==> src/rtl/pipeline_ctrl_pkg.sv <==
// Shared types and helpers for the pipeline stall/squash sequencer.
package pipeline_ctrl_pkg;

  typedef enum logic [1:0] {
    FLUSH    = 2'd0,
    RUN      = 2'd1,
    MEM_WAIT = 2'd2
  } ctrl_state_e;

  localparam logic [4:0] REG_ZERO = 5'd0;

  // A used source register matches a producer destination; x0 never matches.
  function automatic logic src_match(input logic used, input logic [4:0] src,
                                     input logic [4:0] rd);
    return used && (src == rd) && (rd != REG_ZERO);
  endfunction

endpackage

==> src/rtl/pipeline_ctrl_hazard_detect.sv <==
// Combinational load-use and control-operand hazard detection for the ID stage.
module hazard_detect
  import pipeline_ctrl_pkg::*;
(
  input  logic       id_valid_i,
  input  logic [4:0] id_rs1_addr_i,
  input  logic [4:0] id_rs2_addr_i,
  input  logic       id_rs1_used_i,
  input  logic       id_rs2_used_i,
  input  logic       id_ctrl_i,
  input  logic       ex_valid_i,
  input  logic [4:0] ex_rd_addr_i,
  input  logic       ex_reg_wr_en_i,
  input  logic       ex_dmem_rd_en_i,
  input  logic       mem_valid_i,
  input  logic [4:0] mem_rd_addr_i,
  input  logic       mem_dmem_rd_en_i,
  output logic       load_use,
  output logic       ctrl_hazard
);

  logic ex_match;
  logic mem_match;

  assign ex_match  = src_match(id_rs1_used_i, id_rs1_addr_i, ex_rd_addr_i) ||
                     src_match(id_rs2_used_i, id_rs2_addr_i, ex_rd_addr_i);
  assign mem_match = src_match(id_rs1_used_i, id_rs1_addr_i, mem_rd_addr_i) ||
                     src_match(id_rs2_used_i, id_rs2_addr_i, mem_rd_addr_i);

  assign load_use = id_valid_i && ex_valid_i && ex_dmem_rd_en_i && ex_match;

  // Branches resolve in ID, so they cannot use EX results or a load still in MEM.
  assign ctrl_hazard = id_valid_i && id_ctrl_i &&
                       ((ex_valid_i && ex_reg_wr_en_i && ex_match) ||
                        (mem_valid_i && mem_dmem_rd_en_i && mem_match));

endmodule

==> src/rtl/pipeline_ctrl.sv <==
// Stall/squash sequencer: post-reset flush, hazard stalls, dmem wait with watchdog.
// Optional performance counters are enabled by defining PIPE_CTRL_PERF_EN.
module pipeline_ctrl
  import pipeline_ctrl_pkg::*;
#(
  parameter int unsigned RST_FLUSH_CYCLES = 2,
  parameter int unsigned MEM_TIMEOUT      = 255
`ifdef PIPE_CTRL_PERF_EN
  ,
  parameter int unsigned PERF_CNT_W       = 32
`endif
) (
  input  logic       clk,
  input  logic       rst_ni,
  input  logic       id_valid_i,
  input  logic [4:0] id_rs1_addr_i,
  input  logic [4:0] id_rs2_addr_i,
  input  logic       id_rs1_used_i,
  input  logic       id_rs2_used_i,
  input  logic       id_ctrl_i,
  input  logic       id_redirect_i,
  input  logic       ex_valid_i,
  input  logic [4:0] ex_rd_addr_i,
  input  logic       ex_reg_wr_en_i,
  input  logic       ex_dmem_rd_en_i,
  input  logic       mem_valid_i,
  input  logic [4:0] mem_rd_addr_i,
  input  logic       mem_dmem_rd_en_i,
  input  logic       mem_req_i,
  input  logic       dmem_rvalid_i,
  output logic       stall_if_o,
  output logic       squash_if_o,
  output logic       stall_id_o,
  output logic       squash_id_o,
  output logic       stall_mem_o,
  output logic       mem_timeout_o
`ifdef PIPE_CTRL_PERF_EN
  ,
  output logic [PERF_CNT_W-1:0] perf_hazard_stalls_o,
  output logic [PERF_CNT_W-1:0] perf_mem_stalls_o,
  output logic [PERF_CNT_W-1:0] perf_redirects_o
`endif
);

  localparam logic [3:0]  FLUSH_INIT = 4'(RST_FLUSH_CYCLES);
  localparam logic [15:0] WD_LAST    = 16'(MEM_TIMEOUT - 1);

  ctrl_state_e state_reg, state_next;
  logic [3:0]  flush_cnt_reg, flush_cnt_next;
  logic [15:0] wd_cnt_reg, wd_cnt_next;
  logic        timeout_reg, timeout_next;
  logic        load_use;
  logic        ctrl_hazard;
  logic        hazard;

  hazard_detect u_hazard_detect (
    .id_valid_i      (id_valid_i),
    .id_rs1_addr_i   (id_rs1_addr_i),
    .id_rs2_addr_i   (id_rs2_addr_i),
    .id_rs1_used_i   (id_rs1_used_i),
    .id_rs2_used_i   (id_rs2_used_i),
    .id_ctrl_i       (id_ctrl_i),
    .ex_valid_i      (ex_valid_i),
    .ex_rd_addr_i    (ex_rd_addr_i),
    .ex_reg_wr_en_i  (ex_reg_wr_en_i),
    .ex_dmem_rd_en_i (ex_dmem_rd_en_i),
    .mem_valid_i     (mem_valid_i),
    .mem_rd_addr_i   (mem_rd_addr_i),
    .mem_dmem_rd_en_i(mem_dmem_rd_en_i),
    .load_use        (load_use),
    .ctrl_hazard     (ctrl_hazard)
  );

  assign hazard        = load_use || ctrl_hazard;
  assign mem_timeout_o = timeout_reg;

  always_ff @(posedge clk) begin
    if (!rst_ni) begin
      state_reg     <= FLUSH;
      flush_cnt_reg <= FLUSH_INIT;
      wd_cnt_reg    <= '0;
      timeout_reg   <= 1'b0;
    end else begin
      state_reg     <= state_next;
      flush_cnt_reg <= flush_cnt_next;
      wd_cnt_reg    <= wd_cnt_next;
      timeout_reg   <= timeout_next;
    end
  end

  always_comb begin
    state_next     = state_reg;
    flush_cnt_next = flush_cnt_reg;
    wd_cnt_next    = wd_cnt_reg;
    timeout_next   = timeout_reg;
    case (state_reg)
      FLUSH: begin
        flush_cnt_next = flush_cnt_reg - 4'd1;
        if (flush_cnt_reg <= 4'd1) state_next = RUN;
      end
      RUN: begin
        // A response in the request cycle is a zero-wait access.
        if (mem_valid_i && mem_req_i && !dmem_rvalid_i) begin
          state_next  = MEM_WAIT;
          wd_cnt_next = '0;
        end
      end
      MEM_WAIT: begin
        if (dmem_rvalid_i) begin
          state_next  = RUN;
          wd_cnt_next = '0;
        end else if (wd_cnt_reg == WD_LAST) begin
          timeout_next = 1'b1;
          state_next   = RUN;
          wd_cnt_next  = '0;
        end else begin
          wd_cnt_next = wd_cnt_reg + 16'd1;
        end
      end
      default: state_next = FLUSH;
    endcase
  end

  always_comb begin
    stall_if_o  = 1'b0;
    squash_if_o = 1'b0;
    stall_id_o  = 1'b0;
    squash_id_o = 1'b0;
    stall_mem_o = 1'b0;
    case (state_reg)
      FLUSH: begin
        stall_if_o  = 1'b1;
        squash_if_o = 1'b1;
        squash_id_o = 1'b1;
      end
      MEM_WAIT: begin
        if (!dmem_rvalid_i) begin
          stall_if_o  = 1'b1;
          stall_id_o  = 1'b1;
          stall_mem_o = 1'b1;
        end
      end
      RUN: begin
        if (hazard) begin
          stall_if_o  = 1'b1;
          squash_id_o = 1'b1;
        end else if (id_valid_i && id_redirect_i) begin
          squash_if_o = 1'b1;
        end
      end
      default: ;
    endcase
  end

`ifdef PIPE_CTRL_PERF_EN
  logic [PERF_CNT_W-1:0] perf_hazard_reg, perf_mem_reg, perf_redir_reg;

  always_ff @(posedge clk) begin
    if (!rst_ni) begin
      perf_hazard_reg <= '0;
      perf_mem_reg    <= '0;
      perf_redir_reg  <= '0;
    end else begin
      if ((state_reg == RUN) && hazard && (perf_hazard_reg != '1))
        perf_hazard_reg <= perf_hazard_reg + 1'b1;
      if (stall_mem_o && (perf_mem_reg != '1))
        perf_mem_reg <= perf_mem_reg + 1'b1;
      if (squash_if_o && (perf_redir_reg != '1))
        perf_redir_reg <= perf_redir_reg + 1'b1;
    end
  end

  assign perf_hazard_stalls_o = perf_hazard_reg;
  assign perf_mem_stalls_o    = perf_mem_reg;
  assign perf_redirects_o     = perf_redir_reg;
`endif

endmodule

==> config.mk <==
export PLATFORM = sky130hd
export DESIGN_NAME = pipeline_ctrl
export DESIGN_NICKNAME = d
export VERILOG_FILES = /design/src/rtl/pipeline_ctrl_pkg.sv /design/src/rtl/pipeline_ctrl_hazard_detect.sv /design/src/rtl/pipeline_ctrl.sv
export SDC_FILE = /design/constraint.sdc
export NUM_CORES = 1
export LEC_CHECK = 0
export CAP_MARGIN = 20
export CORE_MARGIN = 4
export CORE_UTILIZATION = 40
export DETAILED_ROUTE_END_ITERATION = 12
export PLACE_DENSITY_LB_ADDON = 0.05
export SLEW_MARGIN = 20
export SYNTH_ARGS = -nofsm -noshare
export SYNTH_HDL_FRONTEND = slang
export SYNTH_HIERARCHICAL = 1
export SYNTH_SLANG_ARGS = --single-unit
export TNS_END_PERCENT = 100
==> constraint.sdc <==
create_clock -name clk -period 2.8 [get_ports clk]
set_input_delay 0.42 -clock clk [delete_from_list [all_inputs] [get_ports clk]]
set_output_delay 0.42 -clock clk [all_outputs]
set_load 0.005 [all_outputs]
* Word-level counts from Yosys, hierarchy flattened
Index checks and enable logic that the tools add are counted. Widths: inputs -> output; s select.
Operators by class: add/subtract/negate cells 2, order comparisons 1, equal/unequal tests 10, muxes and demuxes 17, bitwise gates (word level) 1, reduce and logical (&&, ||, !) cells 32
Operator list (number):
- $mux 16 | 3
- $pmux 16 s2 | 1
- $eq 5x5->1 | 4
- $logic_and 1x1->1 | 20
- $add 16x1->16 const B | 1
- $eq 16x8->1 const B | 1
- $reduce_bool 5->1 | 2
- $mux 2 | 4
- $pmux 2 s3 | 1
- $reduce_and 3->1 | 2
- $mux 1 | 5
- $le 4x1->1 const B | 1
- $logic_or 1x1->1 | 4
- $ne 2x2->1 const B | 2
- $pmux 1 s2 | 2
- $sub 4x1->4 const B | 1
- $ne 3x3->1 const B | 1
- $pmux 1 s3 | 1
- $eq 2x1->1 const B | 1
- $eq 2x2->1 const B | 1
- $logic_not 2->1 | 1
- $reduce_and 2->1 | 1
- $reduce_bool 2->1 | 1
- $logic_not 1->1 | 1
- $not 1->1 | 1
Word-level totals: flip-flop bits (word level) 23, input bits 34, output and inout bits 6, logic and storage cells 67

* Depth between registers and ports, before layout
Gate-level depths: netlist of the first run.
depth in word-level cells 10, mapped depth 7, mapped depth without buffers 7

* Cells and area by module
The synthesis of the first run kept the hierarchy.
By module, submodules not included:
- pipeline_ctrl | instances 1, cells an instance 161, area an instance 1350.0 um^2, sequential area each 460.4 um^2
- hazard_detect | instances 1, cells an instance 39, area an instance 287.8 um^2, sequential area each 0.0 um^2

* Least setup slack after synthesis of the first run
OpenSTA, ideal clock, no wires.
path kind input -> output, from input port ex_rd_addr_i[0], to output port stall_if_o, data arrival time 1702 ps, required time 2380 ps, path slack 678 ps, stages on the path 7, buffers on the path 0, cells stage by stage or4_1 o21a_1 nand4_1 o2bb2ai_1 nor2_1 a21oi_1 or2_1
On the way: word-level cells in the longest chain between the ends 10, elaborated cells between the ends (all ways) 15, classes of those cells 2 x eq/ne; 2 x mux; 11 x reduce/logical
RTL lines:
- from (decl) | line pipeline_ctrl.sv:23 | input logic [4:0] ex_rd_addr_i,
- $eq 5x5->1 | line pipeline_ctrl_pkg.sv:15 | return used && (src == rd) && (rd != REG_ZERO);
- $logic_and 1x1->1 (2 in series) | line pipeline_ctrl_pkg.sv:15
- $logic_or 1x1->1 * | line pipeline_ctrl_hazard_detect.sv:25 | assign ex_match = src_match(id_rs1_used_i, id_rs1_addr_i, ex_rd_addr_i) ||
- $logic_and 1x1->1 * | line pipeline_ctrl_hazard_detect.sv:34 | ((ex_valid_i && ex_reg_wr_en_i && ex_match) ||
- $logic_or 1x1->1 * | line pipeline_ctrl_hazard_detect.sv:34
- $logic_and 1x1->1 * | line pipeline_ctrl_hazard_detect.sv:33 | assign ctrl_hazard = id_valid_i && id_ctrl_i &&
- net ctrl_hazard | line pipeline_ctrl.sv:53 | logic ctrl_hazard;
- $logic_or 1x1->1 * | line pipeline_ctrl.sv:74 | assign hazard = load_use || ctrl_hazard;
- $mux 1 * | line pipeline_ctrl.sv:144 | if (hazard) begin
- $pmux 1 s3 * | line pipeline_ctrl.sv:130 | case (state_reg)
- to (decl) | line pipeline_ctrl.sv:31 | output logic stall_if_o,
Mark *: on every way through the listed nets, which the timed path passes. The rest lies on a longest branch.

* Worst setup path after layout of the first run
from input port id_rs1_addr_i[0], to output port squash_id_o
On the way: word-level cells in the longest chain between the ends 10, elaborated cells between the ends (all ways) 16, classes of those cells 2 x eq/ne; 2 x mux; 12 x reduce/logical
RTL lines:
- from (decl) | line pipeline_ctrl.sv:16 | input logic [4:0] id_rs1_addr_i,
- $eq 5x5->1 | line pipeline_ctrl_pkg.sv:15
- $logic_and 1x1->1 (2 in series) | line pipeline_ctrl_pkg.sv:15
- $logic_or 1x1->1 (on tied branches) | line pipeline_ctrl_hazard_detect.sv:25, pipeline_ctrl_hazard_detect.sv:27
- $logic_and 1x1->1 (on tied branches) | line pipeline_ctrl_hazard_detect.sv:34, pipeline_ctrl_hazard_detect.sv:35
- $logic_or 1x1->1 * | line pipeline_ctrl_hazard_detect.sv:34
- $logic_and 1x1->1 * | line pipeline_ctrl_hazard_detect.sv:33
- net ctrl_hazard | line pipeline_ctrl.sv:53
- $logic_or 1x1->1 * | line pipeline_ctrl.sv:74
- $mux 1 * | line pipeline_ctrl.sv:144
- $pmux 1 s2 * | line pipeline_ctrl.sv:130
- to (decl) | line pipeline_ctrl.sv:34 | output logic squash_id_o,
Marks and branches as above.

==> run metrics, run 1 <==
outcome=complete, no violations; Reg power frac=0.424; Net Sw Frac=0.314; Post-synth EDFFs=0; Layout Cells excl Fill=291; Leak=0.773 nW; GRT Residual Overflow=0; pre-CTS setup slack=-0.253 ns; clock latency on the worst-skew pair=0.27 ns; ys flop type=dfxtp_1; CP Launch Type=input pin; area share of the largest cell type after synthesis=0.281; GPL Wtd Cong=0.971; average wire per standard cell=15.4 um; Sw Pwr=0.305 mW; # fillers=354; Worst Path Required=2.38 ns; first drt pass iteration count=4; Inst Count DP=about 290; dominant cells by area after synthesis=dfxtp_1 28%, xnor2_1 8.0%, a31oi_1 6.5%; synth unique cells=48; Critical Path End Type=output port; min setup slack post-route=0.120 ns; Post-DP HPWL=3440 um; Die Wd=just over 70 um; worst path cell trace=clkdlybuf4s50_1 -> xor2_1 -> nor4_1 -> a32oi_1 -> o2bb2ai_1 -> nor2_1 -> a21oi_2 -> buf_4 -> dlygate4sd2_1; fin nets=~280; Pins Over Slew Limit=0; IO Port Bufs=39; clock power share=0.217; Crit path max-delay family=buffers and inverters; Netlist Area Pre-Place=between 1500 and 2000 sq um; Worst EP arrival=2.26 ns; Antenna Diode Count=0; CTS clk-pin slew, worst paths=0.08 ns; FP Rows=22; Synth Instances=200; final period utilization=0.957; FMAX=373 MHz; first-pass GRT wire length=~7300 um; Mean Syn Cell Area=8.19 sq um; die height=72.0 um; share of layout cells above drive strength 1=0.111; launch point of the worst path=id_rs1_addr_i[0]; cell-internal power=around 0.67 mW; skew final=0.00727 ns; CP peak stage delay=0.46 ns; Post-synth ARST share=0; area of the core=3800 sq um; Logic pwr share=0.359; Reg-to-Reg Start=wd_cnt_reg[0]; Clock Root Buffer=clkbuf_8; Total GRT Usage=0.176; H-tree depth=1; # setup viols final=0; drt drc=0; Crit-path slowest cell=clkdlybuf4s50_1; largest net degree at the start of global routing=26; initial DRC count=83; Max Cap Viol=0; Crit path buffers/inverters=3; synth warn=6; vias per cell=5.80; DRT Wirelength=4480 um; initial core utilization=0.431; Least-Margin Pin Slew=0.622 ns; io pins=40; routed via count=1,689; Tot Pwr=~1 mW; crit-path max FO=2; dominant cell type by area after synthesis=dfxtp_1; Final Hold Viols=0; syn_nets=238; Rel. slew slack=0.584; register area=~460 sq um; min cycle time layout=~2.7 ns; Hold WS=0.479 ns; Multi-input gate area=about 1100 sq um; HP Class=register to register; CTS tree=done; sequential cell area fraction in the yosys report=0.281; clk sinks=23; kind of critical path=input pin to output port; DIE AREA=5180 sq um; post-synthesis register bit count=23; Power Density=444 nW/um^2; fin util=0.576; maximum clock path buffer count=2; cts bufs inserted=3; min-delay src=mem_timeout_o; post-route ant nets=0; maximum VDD drop=0.000503 V; vias in the first global route=roughly 1,600; Syn-to-layout area delta=33.6%; max FFs per register=16; initial antenna violation count=0
layout by cell type (no fill, tap or decap), drive strengths merged, types with 9 or more instances in the layout:
cell type	netlist	routed
buf	10	13
nand4	12	12
nor2	9	9
nand3	11	11
clkdlybuf4s50	0	32
xnor2	15	15
a31oi	17	17
xor2	9	9
dfxtp	23	23
nand2	14	14
cells in the mapped netlist (all sizes together) (6+ instances only):
master   n
a21oi    6
nor2     9
nand3   11
xnor2   15
nand4   12
buf     10
dfxtp   23
nand2   14
xor2     9
a31oi   17
nor4     6
nand3b   6
worst register-to-register path: stages, from the launching register on:
cell and delay [ns]:
dfxtp_1 0.35, inv_1 0.10, ha_1 0.15, nor4b_2 0.24
nand4_2 0.56, nand2_1 0.39, o22ai_1 0.11
power groups by stage:
stage                     logic, mW  registers [mW]  clock network (mW)
after CTS                     0.342           0.411               0.219
final                         0.349           0.413               0.211
after global placement        0.343           0.418                   0
after global routing          0.379           0.421               0.235
after detailed placement      0.355           0.419                   0
after floorplan               0.222           0.391                   0
kinds of logic (layout without fill, tap and decap cells):
logic type               after synthesis  in the layout  synth area share
adder cells (fa/ha/maj)                4              4            0.0306
AO/OA/AOI/OAI                         46             46             0.192
AND/OR/NAND/NOR                       82             82             0.299
XOR/XNOR                              24             24             0.128
buffers and inverters                 18             61            0.0504
multiplexers                           3              3            0.0183
flip-flops                            23             23             0.281
metrics by stage:
step / TNS (ns) / area (sq um)
floorplan: 0 / 1640
global placement: -0.525 / 2130
detailed placement: -0.626 / 2130
CTS: -0.0554 / 2170
global route: -0.00440 / 2190
finish: 0 / 2190
routing by layer:
| layer | part of all wire | vias to the layer above | global-route usage |
|---|---|---|---|
| li1 | - | 846 | - |
| met1 | 0.43 | 787 | 0.207 |
| met2 | 0.51 | 47 | 0.300 |
| met3 | 0.045 | 9 | 0.0360 |
| met4 | 0.019 | 0 | 0.0898 |
| met5 | 0 | - | 0 |
area by class of cell:
class,count,share of cell area
Clock buffer,4,0.0206
Inverter,5,0.00858
Multi-Input combinational cell,159,0.511
Sequential cell,23,0.210
Tap cell,48,0.0274
Timing Repair Buffer,52,0.222
final timing paths:
| check | end | slack (ns) | cells after the start |
|---|---|---|---|
| hold reg to reg | mem_timeout_o | 0.48 | 1 |
| hold / removal | mem_timeout_o | 0.48 | 1 |
| setup / recovery | squash_id_o | 0.12 | 9 |
| setup reg to reg | wd_cnt_reg[5] | 0.80 | 6 |
timing repair:
action,4_1_cts,5_1_grt
resized for setup,3,10
endpoints found under the setup margin,3,3
hold buffers,0,0
buffers inserted,0,1
pin swaps,3,3
Power figures use the tool's default switching activity.
==> inputs of run 2 (changes only) <==
- PLACE_DENSITY: unset -> 0.71
- PLACE_DENSITY_LB_ADDON: 0.05 -> unset
==> run metrics, run 2 (synthesis gave the netlist of run 1 again) <==
Total GRT Usage=0.161; Inst Count DP=284; # setup viols final=0; first drt pass iteration count=4; Clock Root Buffer=clkbuf_8; CP peak stage delay=between 0.4 and 0.5 ns; Pins Over Slew Limit=0; fin nets=~280; initial antenna violation count=0; Worst Path Required=2.38 ns; initial core utilization=0.431; final period utilization=0.938; HP Class=register to register; most frequent cells in the layout=33 x clkdlybuf4s50_1, 23 x dfxtp_1, 17 x a31oi_1; CTS Hold Bufs=0; initial DRC count=67; Max Cap Viol=0; crit-path max FO=2; kind of critical path=input pin to output port; Layout Cells excl Fill=288; maximum VDD drop=0.000412 V; vias per cell=5.66; maximum clock path buffer count=2; CTS tree=done; Final Hold Viols=0; Die Wd=~72 um; io pins=40; first-pass GRT wire length=between 6000 and 7000 um; clock latency on the worst-skew pair=roughly 0.27 ns; # fillers=357; share of layout cells above drive strength 1=0.0958; IO Port Bufs=39; Crit path max-delay family=simple AND/OR/NAND/NOR gates; Rel. slew slack=0.577; Syn-to-layout area delta=31.7%; Worst EP arrival=~2.2 ns; Critical Path End Type=output port; Crit-path slowest cell=clkdlybuf4s50_1; worst path cell trace=clkdlybuf4s50_1 -> or4_1 -> o21a_1 -> nand4_1 -> o2bb2ai_1 -> nor2_1 -> a21oi_1 -> or2_1 -> buf_2; CP Launch Type=input pin; min cycle time layout=2.63 ns; Post-CTS Setup Inserts=0; Antenna Diode Count=0; setup_tns=0 ns; area of the core=3800 sq um; DIE AREA=between 5000 and 6000 sq um; unrepaired setup endpoints after global routing=no; cts bufs inserted=3; GRT Residual Overflow=0; Crit path buffers/inverters=2; H-tree depth=1; drt drc=0; Post-DP HPWL=3080 um; outcome=complete, no violations; most common cell after layout, fill and taps aside=clkdlybuf4s50_1; vias in the first global route=1,459; DRT Wirelength=3980 um; skew final=0.00895 ns; clk sinks=23; CTS clk-pin slew, worst paths=0.09 ns; FP Rows=22; GPL Wtd Cong=approximately 0.83; Least-Margin Pin Slew=0.633 ns; routed via count=1,629; FMAX=381 MHz; die height=72.0 um; Power Density=445 nW/um^2; largest net degree at the start of global routing=26; max FFs per register=16; average wire per standard cell=13.8 um; Leak=0.751 nW; post-route ant nets=0
run 2: cell types whose count changed in the layout (fill, tap and decap cells not counted):
cell,delta
buf_4,-3
dlymetal6s2s_1,-1
a21oi_2,-1
clkbuf_2,-1
clkdlybuf4s50_1,+1
clkbuf_1,-1
buf_2,+1
or4_1,+1
or4_4,-1
clkinv_2,+1
a21oi_1,+1
run 2: layer usage:
metal | vias to the layer above | share of wire | track usage
met4 | 0 | 0.0086 | 0.0438
li1 | 840 | - | -
met2 | 24 | 0.51 | 0.281
met1 | 763 | 0.45 | 0.209
met5 | - | 0 | 0
met3 | 2 | 0.022 | 0.0180
run 2: layout make-up:
class	instances	area, sq um	share of cell area
Sequential cell	23	460	0.213
Clock inverter	1	5.00	0.00232
Inverter	5	18.8	0.00870
Multi-Input combinational cell	159	1110	0.514
Clock buffer	3	41.3	0.0191
Timing Repair Buffer	49	462	0.214
Tap cell	48	60.1	0.0278
run 2: power by group:
part / switching [mW] / internal [mW] / total [mW]
combinational: 0.167 / 0.196 / 0.363
clock: 0.110 / 0.0994 / 0.209
sequential: 0.0231 / 0.364 / 0.387
run 2: through the flow:
step           utilization  instance area, sq um  power, mW  hold slack (ns)  setup slack (ns)
3_5_place_dp         0.557                  2110      0.778            0.461            -0.268
4_1_cts              0.567                  2150      0.970            0.481            0.0157
2_1_floorplan            -                  1640      0.614            0.439             0.678
6_report             0.568                  2160      0.959            0.477             0.173
3_3_place_gp         0.557                  2110      0.773            0.450            -0.222
5_1_grt              0.568                  2160       1.02            0.514            0.0433
run 2: timing repair:
item                       4_1_cts  5_1_grt
resized for setup                6        5
setup endpoints to repair        3        2
pin swaps                        4        5
run 2: path summary, 6_finish.rpt:
check / from / endpoint / slack, ns / depth (start not counted)
worst min register to register: wd_cnt_reg[15] / wd_cnt_reg[15] / 0.48 / 1
worst max register to register: wd_cnt_reg[1] / wd_cnt_reg[8] / 0.78 / 5
worst min-delay path: wd_cnt_reg[15] / wd_cnt_reg[15] / 0.48 / 1
worst max-delay path: ex_rd_addr_i[3] / stall_if_o / 0.17 / 9
run 2: worst reg2reg max path: cells and delay by family (launching register included):
| kind | cells | cell delay [ns] |
|---|---|---|
| adders and majority gates | 1 | 0.19 |
| and+or+nand+nor | 3 | 1.18 |
| DFF | 1 | 0.43 |
| AOI/OAI and AO/OA | 1 | 0.11 |
